File: config.mk
export PLATFORM = sky130hd
export DESIGN_NAME = m6809_fetch
export DESIGN_NICKNAME = d
export VERILOG_FILES = /design/src/rtl/m6809_pkg.sv /design/src/rtl/m6809_fetch_fifo.sv /design/src/rtl/m6809_fetch.sv
export SDC_FILE = /design/constraint.sdc
export NUM_CORES = 1
export LEC_CHECK = 0
export ABC_AREA = 1
export CELL_PAD_IN_SITES_DETAIL_PLACEMENT = 1
export CELL_PAD_IN_SITES_GLOBAL_PLACEMENT = 2
export CORE_ASPECT_RATIO = 1.1
export CORE_MARGIN = 4
export CORE_UTILIZATION = 28
export DETAILED_ROUTE_END_ITERATION = 16
export DONT_BUFFER_PORTS = 1
export GPL_TIMING_DRIVEN = 1
export PLACE_DENSITY_LB_ADDON = 0.1
export RECOVER_POWER = 50
export SYNTH_ARGS = -nofsm -noshare
export SYNTH_HDL_FRONTEND = slang
export SYNTH_SLANG_ARGS = --single-unit
File: constraint.sdc
create_clock -name clk -period 1.95 [get_ports clk]
set_input_delay 0.2925 -clock clk [delete_from_list [all_inputs] [get_ports clk]]
set_output_delay 0.2925 -clock clk [all_outputs]
set_load 0.005 [all_outputs]
File: src/rtl/m6809_pkg.sv
// m6809 fetch unit shared types and constants.
// Imported by the fetch top and its prefetch FIFO.
package m6809_pkg;

  localparam int          ADDR_W_DEF      = 16;
  localparam logic [15:0] VECTOR_ADDR_DEF = 16'hFFFE;

  typedef enum logic [1:0] {
    VEC_HI,
    VEC_LO,
    FETCH,
    STALL
  } fetch_state_t;

endpackage

File: src/rtl/m6809_fetch_fifo.sv
// Prefetch FIFO of {pc, byte} entries.
// Clear has priority over push and pop.
module fetch_fifo
  import m6809_pkg::*;
#(
  parameter int DEPTH = 4,
  parameter int W     = 24,
  parameter int CW    = $clog2(DEPTH) + 1
) (
  input  logic          clk,
  input  logic          rst_n,
  input  logic          clr,
  input  logic          push,
  input  logic [W-1:0]  din,
  input  logic          pop,
  output logic [W-1:0]  dout,
  output logic          valid,
  output logic [CW-1:0] count
);

  localparam int PW = $clog2(DEPTH);

  logic [W-1:0]  mem [DEPTH];
  logic [PW-1:0] wp;
  logic [PW-1:0] rp;
  logic          full;
  logic          do_push;
  logic          do_pop;

  assign full    = count == CW'(DEPTH);
  assign valid   = count != '0;
  assign do_push = push && !full;
  assign do_pop  = pop && valid;
  assign dout    = mem[rp];

  always_ff @(posedge clk or negedge rst_n) begin
    if (!rst_n) begin
      wp    <= '0;
      rp    <= '0;
      count <= '0;
      for (int i = 0; i < DEPTH; i++) mem[i] <= '0;
    end else if (clr) begin
      wp    <= '0;
      rp    <= '0;
      count <= '0;
    end else begin
      if (do_push) begin
        mem[wp] <= din;
        wp      <= wp + PW'(1);
      end
      if (do_pop) rp <= rp + PW'(1);
      unique case ({do_push, do_pop})
        2'b10:   count <= count + CW'(1);
        2'b01:   count <= count - CW'(1);
        default: ;
      endcase
    end
  end

endmodule

File: src/rtl/m6809_fetch.sv
// m6809 boot fetch: loads the reset vector, then streams
// opcode bytes into a prefetch FIFO for the decoder.
module m6809_fetch
  import m6809_pkg::*;
#(
  parameter int                ADDR_W      = ADDR_W_DEF,
  parameter logic [ADDR_W-1:0] VECTOR_ADDR = VECTOR_ADDR_DEF,
  parameter int                FIFO_DEPTH  = 4,
  parameter int                WAIT_STATES = 0
) (
  input  logic              clk,
  input  logic              rst_n,
  output logic              mem_sel,
  output logic [ADDR_W-1:0] mem_a,
  input  logic [7:0]        mem_din,
  output logic              op_valid,
  output logic [7:0]        op_data,
  output logic [ADDR_W-1:0] op_pc,
  input  logic              op_ready,
  input  logic              flush,
  input  logic [ADDR_W-1:0] flush_pc,
  output logic              boot_done
);

  localparam int CW = $clog2(FIFO_DEPTH) + 1;
  localparam int WW = (WAIT_STATES > 0) ? $clog2(WAIT_STATES + 1) : 1;

  fetch_state_t      state, state_n;
  logic [ADDR_W-1:0] pc;
  logic [ADDR_W-1:0] rd_a;
  logic [WW-1:0]     wcnt;
  logic [CW-1:0]     count;
  logic              full;
  logic              done;
  logic              do_flush;
  logic              issue;
  logic              push;

  assign full     = count == CW'(FIFO_DEPTH);
  assign done     = mem_sel && (wcnt == WW'(WAIT_STATES));
  assign do_flush = flush && boot_done;

  always_comb begin
    state_n = state;
    push    = 1'b0;
    issue   = 1'b0;
    rd_a    = pc;
    unique case (state)
      VEC_HI: begin
        rd_a  = VECTOR_ADDR;
        issue = !mem_sel;
        if (done) state_n = VEC_LO;
      end
      VEC_LO: begin
        rd_a  = VECTOR_ADDR + ADDR_W'(1);
        issue = !mem_sel;
        if (done) state_n = FETCH;
      end
      FETCH: begin
        issue = !mem_sel && !full;
        push  = done;
        if (!mem_sel && full) state_n = STALL;
      end
      STALL: begin
        if (!full) state_n = FETCH;
      end
      default: state_n = VEC_HI;
    endcase
    // a redirect kills the in-flight read and any push it would make
    if (do_flush) begin
      state_n = FETCH;
      push    = 1'b0;
      issue   = 1'b0;
    end
  end

  always_ff @(posedge clk or negedge rst_n) begin
    if (!rst_n) begin
      state     <= VEC_HI;
      mem_sel   <= 1'b0;
      mem_a     <= VECTOR_ADDR;
      pc        <= '0;
      wcnt      <= '0;
      boot_done <= 1'b0;
    end else begin
      state <= state_n;
      if (do_flush) begin
        mem_sel <= 1'b0;
        mem_a   <= flush_pc;
        wcnt    <= '0;
        pc      <= flush_pc;
      end else if (issue) begin
        mem_sel <= 1'b1;
        mem_a   <= rd_a;
        wcnt    <= '0;
      end else if (done) begin
        mem_sel <= 1'b0;
        wcnt    <= '0;
        case (state)
          VEC_HI: pc[15:8] <= mem_din;
          VEC_LO: begin
            pc[7:0]   <= mem_din;
            boot_done <= 1'b1;
          end
          FETCH:   pc <= pc + ADDR_W'(1);
          default: ;
        endcase
      end else if (mem_sel) begin
        wcnt <= wcnt + WW'(1);
      end else if (state_n == STALL) begin
        mem_a <= pc;
      end
    end
  end

  fetch_fifo #(
    .DEPTH (FIFO_DEPTH),
    .W     (ADDR_W + 8),
    .CW    (CW)
  ) u_fifo (
    .clk   (clk),
    .rst_n (rst_n),
    .clr   (do_flush),
    .push  (push),
    .din   ({pc, mem_din}),
    .pop   (op_ready && !do_flush),
    .dout  ({op_pc, op_data}),
    .valid (op_valid),
    .count (count)
  );

endmodule
==> results of run 1 <==
metrics by stage:
stage | total power [mW] | setup slack (ns)
after floorplan | 9.99 | 0.0328
after global placement | 12.1 | 0.135
after detailed placement | 12.4 | -0.166
after CTS | 16.1 | 0.00713
after global routing | 17.4 | -0.190
final | 16.1 | -0.0943
path summary, 6_finish.rpt:
| check | startpoint | to | slack [ns] | cells after the start |
|---|---|---|---|---|
| worst max-delay path | u_fifo.count[1] | u_fifo.count[2] | -0.09 | 11 |
| worst min-delay path | rst_n | u_fifo.mem[21] | -0.44 | 0 |
| worst max register to register | u_fifo.count[1] | u_fifo.count[2] | -0.09 | 11 |
| worst min register to register | mem_a[11] | mem_a[11] | 0.48 | 2 |
| max in group asynchronous | rst_n | mem_a[2] | 2.08 | 0 |
| min in group clk | mem_din[6] | u_fifo.mem[6] | 0.02 | 1 |
layer usage:
metal  vias to the layer above  global-route usage
li1                       2728                   -
met1                      2778               0.209
met2                        88               0.268
met3                        27              0.0360
met4                         0              0.0546
met5                         -                   0
report_power, final:
part,internal (mW),switching [mW]
sequential,4.43,0.904
clock,2.05,1.32
combinational,3.03,4.33
cell families (layout without fill, tap and decap cells):
| family | after synthesis | after routing |
|---|---|---|
| AND/OR/NAND/NOR | 309 | 309 |
| AO/OA/AOI/OAI | 211 | 211 |
| flip-flops | 140 | 140 |
| buffers and inverters | 87 | 129 |
| multiplexers | 40 | 40 |
| adder cells (fa/ha/maj) | 6 | 6 |
| XOR/XNOR | 2 | 2 |
registers in the layout, summed over array words and instances (netlist names):
signal / flops
u_fifo.rp: 2
wcnt: 1
mem_sel: 1
mem_a: 16
boot_done: 1
pc: 16
state: 2
u_fifo.mem: 96
u_fifo.wp: 2
u_fifo.count: 3
layout make-up:
cell class	instances	area (um2)
sequential	140	3520
inverter	41	154
fill	2847	16200
clock buffer	19	443
timing repair buffer	56	518
clock inverter	13	166
tap	310	388
multi-input combinational	568	3190
cell usage after synthesis, types with 6 or more instances:
cell	instances
inv_2	6
nand4_1	6
buf_2	10
nor2_1	85
nor2_2	6
buf_4	10
a21oi_1	31
o21ai_0	74
nand3_1	22
dfstp_2	15
nand2_1	187
mux2_2	20
o22ai_1	26
clkbuf_1	16
mux2_1	20
dfrtp_1	125
o211a_1	6
inv_1	35
o21a_1	56
a31oi_1	7
timing repair:
action,in CTS,in global routing
setup endpoints to repair,2,9
gates resized for setup,8,17
hold buffers,2,2
endpoints found under the hold margin,142,142
pin swaps,4,10
gates cloned,0,0
setup buffers,10,6
==> qor.csv, run 1 <==
stage,metric,value,unit
run_status,status,finished with violations,
run_status,failing checks,"negative hold slack, negative setup slack",
sta,Worst slew margin,0.683,
logic_synthesis,Post-synth ARST share,1.00,
die,Die H,174,um
logic_synthesis,Post-synth EDFFs,0,
logic_synthesis,simple-gate area share of the yosys netlist,0.178,
pwr,LEAKAGE,3.63,nW
sta,fmax,489,MHz
cts,H-tree levels,4,
logic_synthesis,mux share of post-synthesis cell area,0.0641,
cts,CTS root buf,clkbuf_16,
logic_synthesis,synth unique cells,34,
critical_path,Setup CP Type,flop to flop,
sta,total negative setup slack,-0.0943,ns
drt,Routed WL,22100,um
global_route,global-route wire length before repair,35200,um
drt,via count,5621,
finish,Area Growth Syn to Fin,19.3,%
pwr,VDD IR max,0.819,mV
global_route,initial antenna violation count,0,
drt,Via density,4.90,
logic_synthesis,register area share after synthesis,0.501,
drt,routed wl met3,852,um
finish,Final nets,858,
global_route,All-Layer GR Usage,0.161,
critical_path,Crit path arrival time,2.38,ns
placed_design,DP Wirelength,14900,um
cts,CTS Buf Count,17,
critical_path,worst endpoint required time,2.29,ns
logic_synthesis,Adder-Cell Fraction of Synth Area,0.0118,
sta,final hold slack,-0.438,ns
finish,final core occ,0.340,
sta,"Hold Violations, Final",140,
critical_path,critical path peak fanout,3,
critical_path,Worst path slowest cell,dfrtp_1,
pwr,Power Dens Cells,1920,mW/mm2
cts,CTS tree,built,
logic_synthesis,Synth top area share,0.445,
drt,routed wl met2,10600,um
sta,Final setup violation count,1,
drt,DRT met1 WL,10200,um
placed_design,Post-DP Area,0.00751,mm2
logic_synthesis,Synth Cell Area,0.00703,mm2
drt,Antenna Nets Post-Route,0,
die,DIE AREA,0.0277,mm2
sta,Tcrit/Tclk final,1.05,
sta,clock skew,0.00807,ns
flow_run,max_cap viols,0,
die,Ports,71,
logic_synthesis,Yosys reg bits,140,
global_route,GR Overflow Total,0,
drt,iteration-0 DRC count of the detailed router,267,
sta,Worst-Margin Slew,0.476,ns
die,core area,0.0246,mm2
logic_synthesis,post-synthesis compound-gate area fraction,0.183,
logic_synthesis,Syn Inst Count,795,
drt,highest metal used,met4,
critical_path,"Largest delay share family, worst path",simple AND/OR/NAND/NOR gates,
sta,unrepaired setup endpoints after global routing,yes,
cts,clock slew at reported path FFs,0.06,ns
die,Horiz. Die Dim,159,um
placed_design,Inst Count DP,1095,
finish,Finished Cell Area,0.00838,mm2
finish,ant diodes,0,
die,Initial Util,0.285,
logic_synthesis,Area contributors post-synth,"dfrtp_1, nand2_1, o21a_1",
sta,"Slew Viols, Final",0,
finish,share of cells above drive strength 1,0.185,
critical_path,Critical Path Sink Type,flop,
critical_path,"most used cell, CP",nand2_2,
finish,"commonest non-fill, non-tap cell in the layout",nand2_1,
logic_synthesis,largest family of logic cells by synthesized area,compound AO/OA/AOI/OAI gates,
logic_synthesis,Post-Synth XOR/XNOR Area,0.00249,
finish,most frequent cells in the layout,"nand2_1, dfrtp_1, nor2_1",
critical_path,WP buf/inv,2,
sta,setup slack after layout,-0.0943,ns
min_path,hold crit path type,input pin to async pin,
drt,Pre-Repair DR Iteration Count,4,
critical_path,Critical Path Max Stage Delay,0.38,ns
die,floorplan row count,60,
logic_synthesis,synth warn,0,
cts,clk sink count,140,
cts,CTS Buffer Depth,2,
critical_path,Startpoint Class,flop,
critical_path,critical-path cell list,inv_1 -> nand3_2 -> nand2_2 -> nor2_2 -> nand2_2 -> inv_2 -> fa_2 -> xnor2_2 -> xor2_1 -> nand3_1 -> o21ai_1,
placed_design,port bufs,0,
logic_synthesis,Syn Area/Cell,8.84,um2
sta,fin crit period,2.04,ns
global_route,number of global-route vias before repair,6058,
logic_synthesis,syn nets,829,
global_route,largest net degree at the start of global routing,141,
drt,Residual DRC,0,
logic_synthesis,Synth Flop Type,dfrtp_1,
finish,Layout Cells excl Fill,1147,
placed_design,final estimated routing congestion in global placement,0.834,
cts,worst skew pair latency,0.43,ns
drt,DR WL/cell,19.2,um
logic_synthesis,Synth area leader,dfrtp_1,
(Power assumes the default switching activity.)
==> inputs of run 2 (changes only) <==
Settings changed: PLACE_DENSITY set to 0.63, PLACE_DENSITY_LB_ADDON 0.1 to not set, RECOVER_POWER 50 to not set.
==> run 2 against run 1 <==
The flow finishes with violations (negative hold slack); non-clock buffer count down 12; setup slack better by 0.18 ns; global-route usage down 0.41 points; sequential power up 0.9%; via count up 1.6%; combinational power down 3.4%; critical path type is now flop to output port; highest routed layer unchanged.
==> qor.csv, run 2 (synthesized netlist as in run 1, its figures left out) <==
stage,metric,value,unit
placed_design,final estimated routing congestion in global placement,0.792,
placed_design,DP Wirelength,14700,um
finish,Layout Cells excl Fill,1135,
cts,CTS hold repair buffers,6,
die,Initial Util,0.285,
pwr,VDD IR max,0.604,mV
flow_run,max_cap viols,0,
global_route,largest net degree at the start of global routing,141,
die,core area,0.0246,mm2
critical_path,Crit path arrival time,1.57,ns
critical_path,Startpoint Class,flop,
finish,top flop regs,"u_fifo.mem (96), mem_a (16), pc (16)",
die,DIE AREA,0.0277,mm2
cts,CTS Buf Count,17,
cts,worst skew pair latency,0.42,ns
cts,H-tree levels,4,
finish,Area Growth Syn to Fin,18.4,%
placed_design,Inst Count DP,1095,
run_status,failing checks,negative hold slack,
global_route,global-route wire length before repair,34600,um
placed_design,post-place setup slack,0.00305,ns
global_route,number of global-route vias before repair,6135,
die,Horiz. Die Dim,159,um
pwr,NetSw,6.46,mW
finish,max reg flops,96,
critical_path,Setup CP Type,flop to output port,
finish,Finished Cell Area,0.00832,mm2
finish,multi-input logic area,0.00317,mm2
critical_path,R2R cell count,9,
critical_path,Critical Path Sink Type,output port,
finish,Final nets,846,
drt,Antenna Nets Post-Route,0,
drt,Routed WL,21700,um
finish,share of cells above drive strength 1,0.171,
pwr,Switching Fraction,0.404,
sta,Final setup violation count,0,
placed_design,port bufs,0,
finish,largest register by flop count,u_fifo.mem,
cts,clock slew at reported path FFs,0.06,ns
pwr,Overall Power,16.0,mW
global_route,GR Overflow Total,0,
drt,via count,5712,
sta,Worst-Margin Slew,0.548,ns
cts,CTS root buf,clkbuf_16,
sta,fin crit period,1.86,ns
run_status,status,finished with violations,
sta,fmax,537,MHz
finish,FF/Latch Area,0.00352,mm2
pwr,Reg power frac,0.336,
critical_path,worst endpoint required time,1.66,ns
drt,iteration-0 DRC count of the detailed router,265,
critical_path,critical path peak fanout,10,
pwr,Clock power frac,0.219,
sta,setup slack after layout,0.0888,ns
drt,Pre-Repair DR Iteration Count,4,
sta,unrepaired setup endpoints after global routing,yes,
sta,"Slew Viols, Final",0,
global_route,initial antenna violation count,0,
pwr,Power Dens Cells,1920,mW/mm2
placed_design,Post-DP Area,0.00751,mm2
die,Die H,174,um
finish,most frequent cells in the layout,"nand2_1, dfrtp_1, nor2_1",
drt,Via density,5.03,
sta,clock skew,0.0107,ns
cts,clk sink count,140,
sta,Tcrit/Tclk final,0.954,
die,Ports,71,
cts,CTS Buffer Depth,2,
sta,final hold slack,-0.433,ns
cts,CTS tree,built,
global_route,All-Layer GR Usage,0.157,
drt,Residual DRC,0,
finish,number of fill cells,2865,
min_path,hold crit path type,input pin to async pin,
finish,"commonest non-fill, non-tap cell in the layout",nand2_1,
finish,ant diodes,0,
sta,"Hold Violations, Final",140,
pwr,Comb pwr share,0.445,
sta,total negative setup slack,0,ns
pwr,Pint,9.55,mW
drt,DR WL/cell,19.2,um
sta,Worst slew margin,0.635,
pwr,LEAKAGE,3.58,nW
die,floorplan row count,60,
finish,final core occ,0.338,
[run 2: final timing paths]
| path | start | to | slack (ns) |
|---|---|---|---|
| worst max-delay path | u_fifo.rp[1] | op_pc[8] | 0.09 |
| worst min-delay path | rst_n | u_fifo.mem[93] | -0.43 |
| worst max register to register | wcnt | u_fifo.count[2] | 0.12 |
| worst min register to register | u_fifo.mem[66] | u_fifo.mem[66] | 0.48 |
| max in group asynchronous | rst_n | mem_a[15] | 2.13 |
| min in group clk | mem_din[6] | u_fifo.mem[30] | 0.02 |
[run 2: worst max-delay path, stage by stage, from the launching register on]
cell	delay, ns
dfrtp_2	0.48
inv_1	0.12
buf_4	0.19
o21ai_0	0.14
o22ai_2	0.21
[run 2: power by group through the flow]
stage | Sequential [mW] | Clock [mW] | Combinational (mW)
finish | 5.38 | 3.51 | 7.12
global route | 5.58 | 3.74 | 8.02
CTS | 5.39 | 3.61 | 7.07
detailed placement | 5.43 | 0 | 6.94
global placement | 5.34 | 0 | 6.69
floorplan | 5.08 | 0 | 4.90
[run 2: repair_timing]
action | in CTS | in global routing
pin swaps | 2 | 3
endpoints found under the hold margin | 149 | 140
gates resized for setup | 10 | 11
setup endpoints to repair | 23 | 24
gates cloned | 0 | 1
setup buffers | 0 | 1
[run 2: cell type report]
| cell class | instances | share of cell area |
|---|---|---|
| clock inverter | 13 | 0.0227 |
| multi-input combinational | 568 | 0.381 |
| clock buffer | 19 | 0.0532 |
| sequential | 140 | 0.423 |
| inverter | 41 | 0.0185 |
| timing repair buffer | 44 | 0.0546 |
| tap | 310 | 0.0466 |
[run 2: routing by layer]
metal | vias to the layer above | routed length, um | GRT usage
met5 | - | 0 | 0
met1 | 2890 | 9920 | 0.200
met3 | 27 | 773 | 0.0318
met4 | 0 | 534 | 0.0579
met2 | 84 | 10500 | 0.266
li1 | 2711 | - | -
==> inputs of run 3 (changes only) <==
Settings changed: CTS_CLUSTER_SIZE set to 30, SETUP_SLACK_MARGIN set to 0.2.
==> run 3 against run 2 <==
Non-clock buffer count grew 33; count of clock-buffer cells in the layout fell by 1; global-route usage is 1.5 points higher; clock skew increased by 0.00071 ns; the run still ends with negative hold slack left; largest power group unchanged; sequential power increased by 4%; hold slack got worse by 0.0052 ns; critical path type unchanged; largest cell class unchanged; fmax about the same.
==> qor.csv, run 3 (synthesized netlist as in run 1, its figures left out) <==
stage,metric,value,unit
die,core area,0.0246,mm2
sta,final hold slack,-0.439,ns
sta,Worst slew margin,0.761,
critical_path,worst endpoint required time,1.66,ns
drt,DR WL/cell,21.6,um
cts,worst skew pair latency,0.43,ns
cts,clock slew at reported path FFs,0.07,ns
critical_path,Worst path slowest cell,dfrtp_2,
finish,Final nets,879,
run_status,failing checks,negative hold slack,
die,Ports,71,
sta,clock skew,0.0114,ns
sta,unrepaired setup endpoints after global routing,yes,
drt,Via density,5.08,
die,DIE AREA,0.0277,mm2
die,Die H,174,um
pwr,Clock power frac,0.177,
critical_path,Critical Path Sink Type,output port,
sta,Worst-Margin Slew,0.357,ns
die,Horiz. Die Dim,159,um
cts,CTS Buffer Depth,2,
run_status,status,finished with violations,
pwr,NetSw,7.71,mW
critical_path,critical-path cell list,buf_12 -> buf_12 -> clkbuf_16 -> nor2_2 -> o22ai_2,
die,floorplan row count,60,
pwr,Reg power frac,0.306,
critical_path,origin of the worst setup path,u_fifo.rp[0],
finish,ant diodes,0,
sta,total negative setup slack,0,ns
sta,fmax,537,MHz
die,Initial Util,0.285,
critical_path,"most used cell, CP",buf_12,
finish,max reg flops,96,
drt,iteration-0 DRC count of the detailed router,288,
global_route,All-Layer GR Usage,0.172,
critical_path,WP buf/inv,3,
cts,CTS tree,built,
pwr,Power Dens Cells,1970,mW/mm2
global_route,global-route wire length before repair,37500,um
critical_path,"Largest delay share family, worst path",buffers and inverters,
cts,CTS root buf,clkbuf_16,
pwr,LEAKAGE,3.92,nW
pwr,VDD IR max,0.664,mV
drt,Residual DRC,0,
sta,Tcrit/Tclk final,0.954,
global_route,number of global-route vias before repair,6311,
finish,"commonest non-fill, non-tap cell in the layout",nand2_1,
critical_path,Critical Path Max Stage Delay,0.42,ns
cts,clk sink count,140,
placed_design,port bufs,0,
finish,largest register by flop count,u_fifo.mem,
finish,Layout Cells excl Fill,1168,
critical_path,critical path peak fanout,6,
finish,most frequent cells in the layout,"nand2_1, dfrtp_1, nor2_1",
critical_path,Crit path arrival time,1.57,ns
placed_design,DP Wirelength,14600,um
min_path,hold crit path type,input pin to async pin,
pwr,Pint,10.5,mW
pwr,Comb pwr share,0.516,
finish,top flop regs,"u_fifo.mem (96), mem_a (16), pc (16)",
critical_path,Worst R2R Start,u_fifo.count[2],
sta,"Hold Violations, Final",140,
finish,share of cells above drive strength 1,0.270,
finish,final core occ,0.374,
pwr,Switching Fraction,0.424,
drt,Antenna Nets Post-Route,0,
pwr,Overall Power,18.2,mW
drt,Pre-Repair DR Iteration Count,4,
critical_path,Startpoint Class,flop,
finish,Area Growth Syn to Fin,31.1,%
placed_design,Inst Count DP,1086,
cts,CTS Buf Count,17,
global_route,GR Overflow Total,0,
cts,H-tree levels,4,
sta,fin crit period,1.86,ns
critical_path,Setup CP Type,flop to output port,
placed_design,final estimated routing congestion in global placement,0.780,
sta,Final setup violation count,0,
global_route,largest net degree at the start of global routing,141,
flow_run,max_cap viols,0,
drt,Routed WL,25300,um
sta,"Slew Viols, Final",0,
drt,via count,5929,
global_route,initial antenna violation count,0,
## run 3: final cells by class
class                           instances  area [um2]
Fill cell                            2788       15400
Clock buffer                           18         439
Sequential cell                       140        3530
Inverter                               41         171
Multi-Input combinational cell        568        3520
Clock inverter                         14         133
Tap cell                              310         388
Timing Repair Buffer                   77        1030
## run 3: per-stage QoR
stage,setup slack (ns),instance area (um2),hold WS (ns)
floorplan,0.152,7040,-0.00309
global route,0.0418,9210,-0.460
global placement,0.135,7460,0.00660
finish,0.0892,9210,-0.439
CTS,0.105,8640,-0.452
detailed placement,0.0469,7460,0.00586
## run 3: power by group through the flow
stage | combinational (mW) | sequential [mW] | clock, mW
global route | 10.3 | 5.74 | 3.45
finish | 9.38 | 5.57 | 3.22
floorplan | 4.91 | 5.09 | 0
CTS | 8.25 | 5.43 | 3.30
global placement | 6.61 | 5.34 | 0
detailed placement | 6.88 | 5.43 | 0
## run 3: timing repair
action | 4_1_cts | 5_1_grt
hold endpoints to repair | 147 | 145
setup endpoints to repair | 86 | 97
buffers inserted | 15 | 10
resized for setup | 50 | 121
hold buffers | 5 | 5
gates cloned | 7 | 9
pin swaps | 13 | 26
## run 3: layer usage
layer,vias up,track usage,wire length [um]
li1,2778,-,-
met1,3023,0.223,10900
met2,103,0.294,12800
met3,25,0.0379,1140
met4,0,0.0423,346
met5,-,0,0
## run 3: final timing paths
kind,cells after the start,end,slack (ns)
min in group clk,1,u_fifo.mem[25],0.01
worst max-delay path,5,op_data[4],0.09
max in group asynchronous,0,mem_a[2],2.16
worst min register to register,2,mem_a[8],0.48
worst min-delay path,0,u_fifo.mem[45],-0.44
worst max register to register,11,u_fifo.count[2],0.16
